**src/rtl/harmonic_ladder_generator.sv**
```systemverilog
// rtl/harmonic_ladder_generator.sv - geometric five-band omega ladder with bounded-rate slewing
// Optional feature macro: HARMONIC_ROUND_EN (round half up on each ladder product instead of truncating)
module harmonic_ladder_generator #(
  parameter int WIDTH     = 18,
  parameter int FRAC      = 14,
  parameter int SLEW_STEP = 4,
  parameter int MIN_OMEGA = 10
) (
  input  logic                    clk,
  input  logic                    rst_n,
  input  logic                    clk_en,
  input  logic                    cfg_valid,
  output logic                    cfg_ready,
  input  logic signed [WIDTH-1:0] cfg_base,
  input  logic signed [WIDTH-1:0] cfg_ratio,
  output logic signed [WIDTH-1:0] omega_theta,
  output logic signed [WIDTH-1:0] omega_alpha,
  output logic signed [WIDTH-1:0] omega_beta1,
  output logic signed [WIDTH-1:0] omega_beta2,
  output logic signed [WIDTH-1:0] omega_gamma,
  output logic                    busy,
  output logic                    settled
);

  localparam logic [1:0] S_IDLE = 2'd0;
  localparam logic [1:0] S_CALC = 2'd1;
  localparam logic [1:0] S_SLEW = 2'd2;

  localparam logic signed [WIDTH-1:0]   OMEGA_MAX = {1'b0, {(WIDTH-1){1'b1}}};
  localparam logic signed [WIDTH-1:0]   OMEGA_MIN = WIDTH'(MIN_OMEGA);
  localparam logic signed [WIDTH-1:0]   RATIO_ONE = WIDTH'(1 << FRAC);
  localparam logic signed [WIDTH-1:0]   RATIO_PHI = WIDTH'(26510);
  localparam logic signed [WIDTH:0]     STEP_WIDE = (WIDTH+1)'(SLEW_STEP);
  localparam logic signed [WIDTH-1:0]   STEP_NARROW = WIDTH'(SLEW_STEP);
  localparam logic signed [2*WIDTH-1:0] SAT_WIDE = {{WIDTH{1'b0}}, OMEGA_MAX};

  // Power-up ladder: a golden-ratio spread starting at 152
  function automatic logic signed [WIDTH-1:0] reset_omega(input int idx);
    case (idx)
      0:       return WIDTH'(152);
      1:       return WIDTH'(245);
      2:       return WIDTH'(397);
      3:       return WIDTH'(642);
      default: return WIDTH'(1040);
    endcase
  endfunction

  logic [1:0]              state;
  logic [2:0]              calc_idx;
  logic signed [WIDTH-1:0] ratio_q;
  logic signed [WIDTH-1:0] omega  [5];
  logic signed [WIDTH-1:0] target [5];

  logic                      accept;
  logic signed [WIDTH-1:0]   base_clamped;
  logic signed [WIDTH-1:0]   ratio_fixed;
  logic signed [WIDTH-1:0]   calc_src;
  logic signed [2*WIDTH-1:0] product;
  logic signed [2*WIDTH-1:0] scaled;
  logic signed [WIDTH-1:0]   calc_result;
  logic signed [WIDTH-1:0]   omega_next [5];
  logic                      all_at_target;

  assign cfg_ready = (state != S_CALC);
  assign busy      = (state == S_CALC);
  assign accept    = cfg_valid && cfg_ready;

  assign omega_theta = omega[0];
  assign omega_alpha = omega[1];
  assign omega_beta1 = omega[2];
  assign omega_beta2 = omega[3];
  assign omega_gamma = omega[4];

  // Sanitise an incoming configuration: keep the base positive and the ratio expanding
  always_comb begin
    base_clamped = cfg_base;
    if (cfg_base < OMEGA_MIN) begin
      base_clamped = OMEGA_MIN;
    end
    ratio_fixed = cfg_ratio;
    if (cfg_ratio < RATIO_ONE) begin
      ratio_fixed = RATIO_PHI;
    end
  end

  // One ladder rung per clock: previous target times ratio, back to integer, saturated
  always_comb begin
    calc_src = target[calc_idx];
    product  = $signed({{WIDTH{calc_src[WIDTH-1]}}, calc_src}) *
               $signed({{WIDTH{ratio_q[WIDTH-1]}}, ratio_q});
`ifdef HARMONIC_ROUND_EN
    product  = product + $signed({{(2*WIDTH-FRAC){1'b0}}, 1'b1, {(FRAC-1){1'b0}}});
`endif
    scaled   = product >>> FRAC;
    if (scaled > SAT_WIDE) begin
      calc_result = OMEGA_MAX;
    end else if (scaled < 0) begin
      calc_result = '0;
    end else begin
      calc_result = scaled[WIDTH-1:0];
    end
  end

  // Bounded step of every output toward its target, plus the all-arrived flag
  always_comb begin
    all_at_target = 1'b1;
    for (int i = 0; i < 5; i++) begin
      logic signed [WIDTH:0] diff;
      diff = {target[i][WIDTH-1], target[i]} - {omega[i][WIDTH-1], omega[i]};
      if (diff > STEP_WIDE) begin
        omega_next[i] = omega[i] + STEP_NARROW;
      end else if (diff < -STEP_WIDE) begin
        omega_next[i] = omega[i] - STEP_NARROW;
      end else begin
        omega_next[i] = target[i];
      end
      if (omega_next[i] != target[i]) begin
        all_at_target = 1'b0;
      end
    end
  end

  // Control FSM: accept -> CALC (4 rungs) -> SLEW until every output reaches its target
  always_ff @(posedge clk or negedge rst_n) begin
    if (!rst_n) begin
      state    <= S_IDLE;
      settled  <= 1'b1;
      calc_idx <= 3'd0;
      ratio_q  <= RATIO_PHI;
      for (int i = 0; i < 5; i++) begin
        omega[i]  <= reset_omega(i);
        target[i] <= reset_omega(i);
      end
    end else if (accept) begin
      target[0] <= base_clamped;
      ratio_q   <= ratio_fixed;
      calc_idx  <= 3'd0;
      state     <= S_CALC;
      settled   <= 1'b0;
    end else begin
      case (state)
        S_CALC: begin
          target[calc_idx + 3'd1] <= calc_result;
          if (calc_idx == 3'd3) begin
            state <= S_SLEW;
          end else begin
            calc_idx <= calc_idx + 3'd1;
          end
        end
        S_SLEW: begin
          if (clk_en) begin
            for (int i = 0; i < 5; i++) begin
              omega[i] <= omega_next[i];
            end
            if (all_at_target) begin
              settled <= 1'b1;
              state   <= S_IDLE;
            end
          end
        end
        default: begin
          state <= S_IDLE;
        end
      endcase
    end
  end

endmodule

```
**config.mk**
```make
export PLATFORM = sky130hd
export DESIGN_NAME = harmonic_ladder_generator
export DESIGN_NICKNAME = d
export VERILOG_FILES = /design/src/rtl/harmonic_ladder_generator.sv
export SDC_FILE = /design/constraint.sdc
export NUM_CORES = 2
export LEC_CHECK = 0
export BUFFER_PORTS_ARGS = -buffer_cell sky130_fd_sc_hd__buf_2
export CAP_MARGIN = 10
export CORE_ASPECT_RATIO = 0.8
export CORE_UTILIZATION = 50
export CTS_CLUSTER_SIZE = 12
export DETAILED_ROUTE_END_ITERATION = 7
export PLACE_DENSITY_LB_ADDON = 0.3
export SLEW_MARGIN = 20
export SYNTH_ARGS = -nofsm -noshare
export SYNTH_HDL_FRONTEND = slang
export SYNTH_SLANG_ARGS = --single-unit
```
**constraint.sdc**
```tcl
create_clock -name clk -period 11.4 [get_ports clk]
set_input_delay 0.57 -clock clk [delete_from_list [all_inputs] [get_ports clk]]
set_output_delay 0.57 -clock clk [all_outputs]
set_load 0.01 [all_outputs]
```
==> Word level (Yosys, flattened, before mapping) <==
Index checks and enable logic that the tools add are counted.
{ "word_totals": {"elab_cells": 114, "reg_bits": 204, "out_inout_bits": 93, "input_bits": 40} }
{ "op_classes": {"bitwise": 3, "magnitude_cmp": 17, "reduce_logical": 11, "n_mux": 39, "eq_ne": 13, "n_addsub": 16, "n_mul": 1} }
{ "ops": {"columns": ["operator", "n"], "rows": [
  ["18-bit two-way mux", 18],
  ["19-bit by 4-bit greater-than comparator with 1-bit output (second input constant)", 5],
  ["19-bit by 3-bit < comparator with 1-bit output (second input constant)", 5],
  ["18-bit by 18-bit subtractor with 19-bit output", 5],
  ["18-bit by 4-bit adder with 18-bit output (second input constant)", 5],
  ["90-bit bitwise mux", 1],
  ["90-bit two-way mux", 1],
  ["18-bit != test", 5],
  ["18-bit by 4-bit subtractor with 18-bit output (second input constant)", 5],
  ["18-bit binary-select mux with 3-bit select", 1],
  ["18-bit demux with 3-bit select", 1],
  ["18-bit by 18-bit multiplier with 36-bit output", 1],
  ["22-bit by 18-bit greater-than comparator with 1-bit output (second input constant)", 1],
  ["22-bit by 1-bit < comparator with 1-bit output (second input constant)", 1],
  ["18-bit by 16-bit < comparator with 1-bit output (second input constant)", 1],
  ["18-bit by 5-bit < comparator with 1-bit output (second input constant)", 1],
  ["1-bit two-way mux", 9],
  ["3-bit two-way mux", 3],
  ["3-bit AND reduction", 3],
  ["4-bit greater-or-equal comparator (second input constant)", 2],
  ["2-bit two-way mux", 4],
  ["3-bit NOT with 4-bit output", 2],
  ["2-bit nonzero test", 4],
  ["3-bit != test (second input constant)", 2],
  ["other kinds (12)", 14]
]} }

==> Depth between registers and ports, before layout <==
{ "depth": {"depth_word": 14, "mapped_depth": 36, "depth_no_buf": 33} }

==> Worst setup path before layout <==
OpenSTA, ideal clock, no wires.
{ "synth_path": {"path_type": "flip-flop to flip-flop", "start": "reg calc_idx[0]", "end": "reg target[16] (netlist name)", "n_path_buf": 5, "setup_ns": 0.139, "slack_ns": 2.583, "t_required_ns": 11.261, "period_less_slack_ns": 8.817, "path_stages_with_launch": 34, "arrival_time_ns": 8.679, "path_cell_list": "dfrtp_1 clkbuf_1 clkbuf_1 clkbuf_1 mux2i_1 o22ai_1 clkbuf_1 nand2_1 fa_1 fa_1 fa_1 fa_1 inv_1 fa_1 inv_1 fa_1 inv_1 ha_1 o21a_1 o21ai_0 nand2b_1 a21o_1 a21oi_1 a311oi_1 o31ai_1 o221a_2 o21ai_1 a211o_1 a31o_2 a21oi_1 a41oi_1 buf_2 nor3_1 o21ai_0"} }
{ "synth_via": {"elab_chain_cells": 9, "elab_cells_between_ends": 17, "cone_classes": "add/sub (1); mul (1); order compare (4); mux (8); bitwise (2); reduce/logical (1)"} }
{ "synth_lines": {"columns": ["item", "line", "text"], "rows": [
  ["from (decl)", "49", "logic [2:0] calc_idx;"],
  ["from (signal assigned)", "147", "calc_idx <= calc_idx + 3'd1;"],
  ["3-bit NOT with 4-bit output (implied by the code)", "88", "calc_src = target[calc_idx];"],
  ["18-bit binary-select mux with 3-bit select", "88", null],
  ["18-bit two-way mux (implied by the code) (2 in series)", "88", null],
  ["18-bit by 18-bit multiplier with 36-bit output", "89", "product = $signed({{WIDTH{calc_src[WIDTH-1]}}, calc_src}) *"],
  ["22-bit by 1-bit < comparator with 1-bit output", "97", "end else if (scaled < 0) begin"],
  ["18-bit two-way mux", "97", null],
  ["18-bit two-way mux", "95", "if (scaled > SAT_WIDE) begin"],
  ["90-bit bitwise mux *", "143", "target[calc_idx + 3'd1] <= calc_result;"],
  ["to (signal, indexed assignment)", "132", "target[i] <= reset_omega(i);"],
  ["to (signal, indexed assignment)", "143", null],
  ["to (decl)", "52", "logic signed [WIDTH-1:0] target [5];"]
]} }
Mark *: on every way between the ends. The rest lies on a longest branch, timed or not. The select of a mux whose other input is x is not followed.
A chain may end at the register's enable or synchronous reset.

==> Worst setup path after layout <==
{ "layout_path": {"start": "reg calc_idx[1]", "end": "reg target[61] (netlist name)"} }
The elaborated chain is that of the path after synthesis.

==> results by group <==
Floorplanning
  – Overall die area: 67900 µm²
  – I/O pins: 133
  – Width of the chip: 291 µm
  – Core outline area: 65900 µm²
  – Vertical die dimension: 233 µm
  – Effective utilization at floorplan: 50.7%
  – Number of core rows: 84

STA
  – Headroom to the max-slew limit: 15.2%
  – Share of the clock period used by the worst path after layout: 90.5%
  – Setup TNS: 0 ns
  – Tightest hold margin: 0.210 ns
  – Time the final worst path needs with I/O delays and setup: 10.32 ns
  – Final number of setup-violating endpoints: 0
  – Peak Freq: 96.9 MHz
  – Final Hold Violating Endpoints: 0
  – Transition time at the pin with the least slew margin: 1.26 ns
  – Post-route clock skew: 0.0606 ns
  – Unrepaired setup endpoints after global routing: false
  – Slew Viols, Final: 0

Layout
  – Area of all placed cells without fillers: 35600 µm²
  – Most common cell after layout, fill and taps aside: inv_1
  – Final core occ: 54.1%
  – Number of nets in the final layout: 4751
  – Area Overhead vs Synth: 6.63%
  – Fraction of final layout cells sized beyond drive strength 1: 8.58%
  – Commonest cells after routing, fill and taps aside: 558 x inv_1, 440 x nand2_1, 333 x fa_1

Clock tree
  – Count of H-tree levels built during CTS: 1
  – Root Driver: clkbuf_16
  – CTS tree: built
  – Skew-Pair Late Insertion Delay: 0.62 ns
  – Largest buffer count on any clock path: 3
  – Clock buffers created by TritonCTS: 28
  – Total clock sinks: 204
  – Clock transition at the register clock pins on the worst setup and hold paths after CTS: 0.06 ns

Setup path
  – Setup CP Type: register to register
  – Largest delay share family, worst path: compound AO/OA/AOI/OAI gates
  – CP required: 11.87 ns
  – Crit path top cell by count: fa_1
  – Arrival @ worst endpoint: 10.78 ns
  – Slowest cell on the critical path: o22ai_1
  – Worst path max stage delay: 0.84 ns
  – Element type at the critical path end: register
  – Largest fanout on the critical path: 20
  – Combined buffer and inverter count along the critical path: 5
  – Register-to-register setup slack: 1.08 ns
  – Startpoint Class: register

Drt
  – Number of design-rule violations left by the first detailed-router iteration: 3795
  – Detailed Routing Iterations Pass 1: 7
  – Total length of routed wires: 115000 µm
  – Post-detailed-route DRC marker count: 0
  – Overall via count from detail_route: 32200
  – Number of routed nets with antenna violations: 0
  – WL/cell: 22.6 µm
  – Ratio of routed vias to standard cells: 6.34

Placement
  – Routability congestion estimate: 1.01
  – Total half-perimeter wirelength after legalization and detailed placement: 90000 µm
  – Post-Place Cell Area: 34700 µm²
  – Count of port buffers added during placement: 132

GRT
  – Largest net degree at the start of global routing: 81
  – Vias in the first global route: 30500
  – Global router's overall resource usage: 33.7%
  – Antenna violations before repair: 3
  – Global-route wire length before repair: 179000 µm
  – Grt ovf: 0

Yosys
  – Total of flip-flops plus latches after synthesis: 204
  – Largest area contributor in the synthesized netlist: fa_1
  – Post-synthesis instance area: 33400 µm²
  – Library cells used by synthesis: 99
  – Primary flip-flop cell chosen by synthesis mapping: dfrtp_1
  – Synthesized instance count: 4193
  – Top cell type's share of synthesized area: 19.9%
  – Main area contributors after synthesis: fa_1 20%, dfrtp_1 12%, ha_1 7.2%
  – Share of flip-flops with an asynchronous set or reset after synthesis: 100%
  – Number of synthesized flops with an enable pin: 0
  – Number of nets produced by synthesis: 4758
  – Synth Warn #: 0
  – Avg Inst Size Synth: 7.97 µm²
  – Register area share after synthesis: 15.4%

Min path
  – Class of the worst hold path: input pin to register

Run
  – Max-cap violations: 0

Outcome
  – Status: finished, final reports clean
[sequential cells by signal, summed over array words and instances, names as in the netlist]
name         flops
omega_gamma     18
omega_alpha     18
settled          1
ratio_q         18
omega_theta     18
calc_idx         3
omega_beta2     18
state            2
target          90
omega_beta1     18
[synth_stat cells, types with 30 or more instances]
| master | number |
|---|---|
| dfstp_2 | 48 |
| o21ai_0 | 249 |
| a31oi_1 | 32 |
| o22ai_1 | 76 |
| a22oi_1 | 42 |
| and2_1 | 181 |
| nand2_1 | 441 |
| nand2b_1 | 42 |
| and3_1 | 31 |
| nand4_1 | 46 |
| or3_1 | 39 |
| a221oi_1 | 30 |
| xor2_1 | 58 |
| a21o_1 | 39 |
| ha_1 | 192 |
| nor2_1 | 246 |
| o211ai_1 | 50 |
| fa_1 | 333 |
| nor4_1 | 49 |
| clkbuf_1 | 185 |
| nor3_1 | 108 |
| a211oi_1 | 40 |
| a21oi_1 | 180 |
| mux2i_1 | 56 |
| inv_1 | 558 |
| nand3_1 | 103 |
| xnor2_1 | 128 |
| dfrtp_1 | 156 |
[timing repair]
action,4_1_cts,5_1_grt
endpoints found under the hold margin,26,0
hold buffers,1,0
buffers inserted,0,0
gates resized for setup,0,0
[cell type report]
cell class,instances,area [µm²]
antenna,3,7.51
clock buffer,35,747
clock inverter,17,166
fill,6198,30200
inverter,561,2110
multi-input combinational,3214,25400
sequential,204,5160
tap,860,1080
timing repair buffer,177,1010
[per-layer routing]
layer | wire length, µm | global-route usage [%] | vias up | part of all wire [%]
met3 | 14000 | 6.98 | 219 | 12
met1 | 50300 | 50.5 | 15700 | 44
met4 | 3770 | 10.6 | 0 | 3.3
met2 | 46600 | 48.0 | 1809 | 41
li1 | - | - | 14500 | -
met5 | 0 | 0 | - | 0
[metrics by stage]
| step | setup WS [ns] | cells |
|---|---|---|
| global placement | 1.71 | 5015 |
| detailed placement | 1.39 | 5015 |
| global route | 0.715 | 5071 |
| CTS | 1.34 | 5068 |
| floorplan | 2.58 | 4193 |
| finish | 1.08 | 5071 |
[path summary, 6_finish.rpt]
path                                   start         endpoint  cells after the start
min in group asynchronous              rst_n  omega_beta1[16]                      2
worst min-delay path            cfg_ratio[8]       ratio_q[8]                      3
worst min register to register       settled          settled                      2
worst max-delay path             calc_idx[1]       target[61]                     29
max in group asynchronous              rst_n       ratio_q[6]                      4
worst max register to register   calc_idx[1]       target[61]                     29
[cell families after synthesis]
group,synth area share [%]
compound gates,20.3
xor+xnor,4.87
fa+ha+maj,27.1
buf+inv,8.82
flops,15.4
mux,2.18
simple gates,21.3
[worst register-to-register path: cells and delay by family, from the launching register on]
family | cells | cell delay (ns)
compound gates | 12 | 3.76
simple gates | 4 | 1.50
buf+inv | 5 | 0.54
xor+xnor | 1 | 0.51
flops | 1 | 0.72
fa+ha+maj | 7 | 3.13
Power is not shown: default switching activity piles up to over one toggle a cycle in this logic, so the estimate is an artifact.
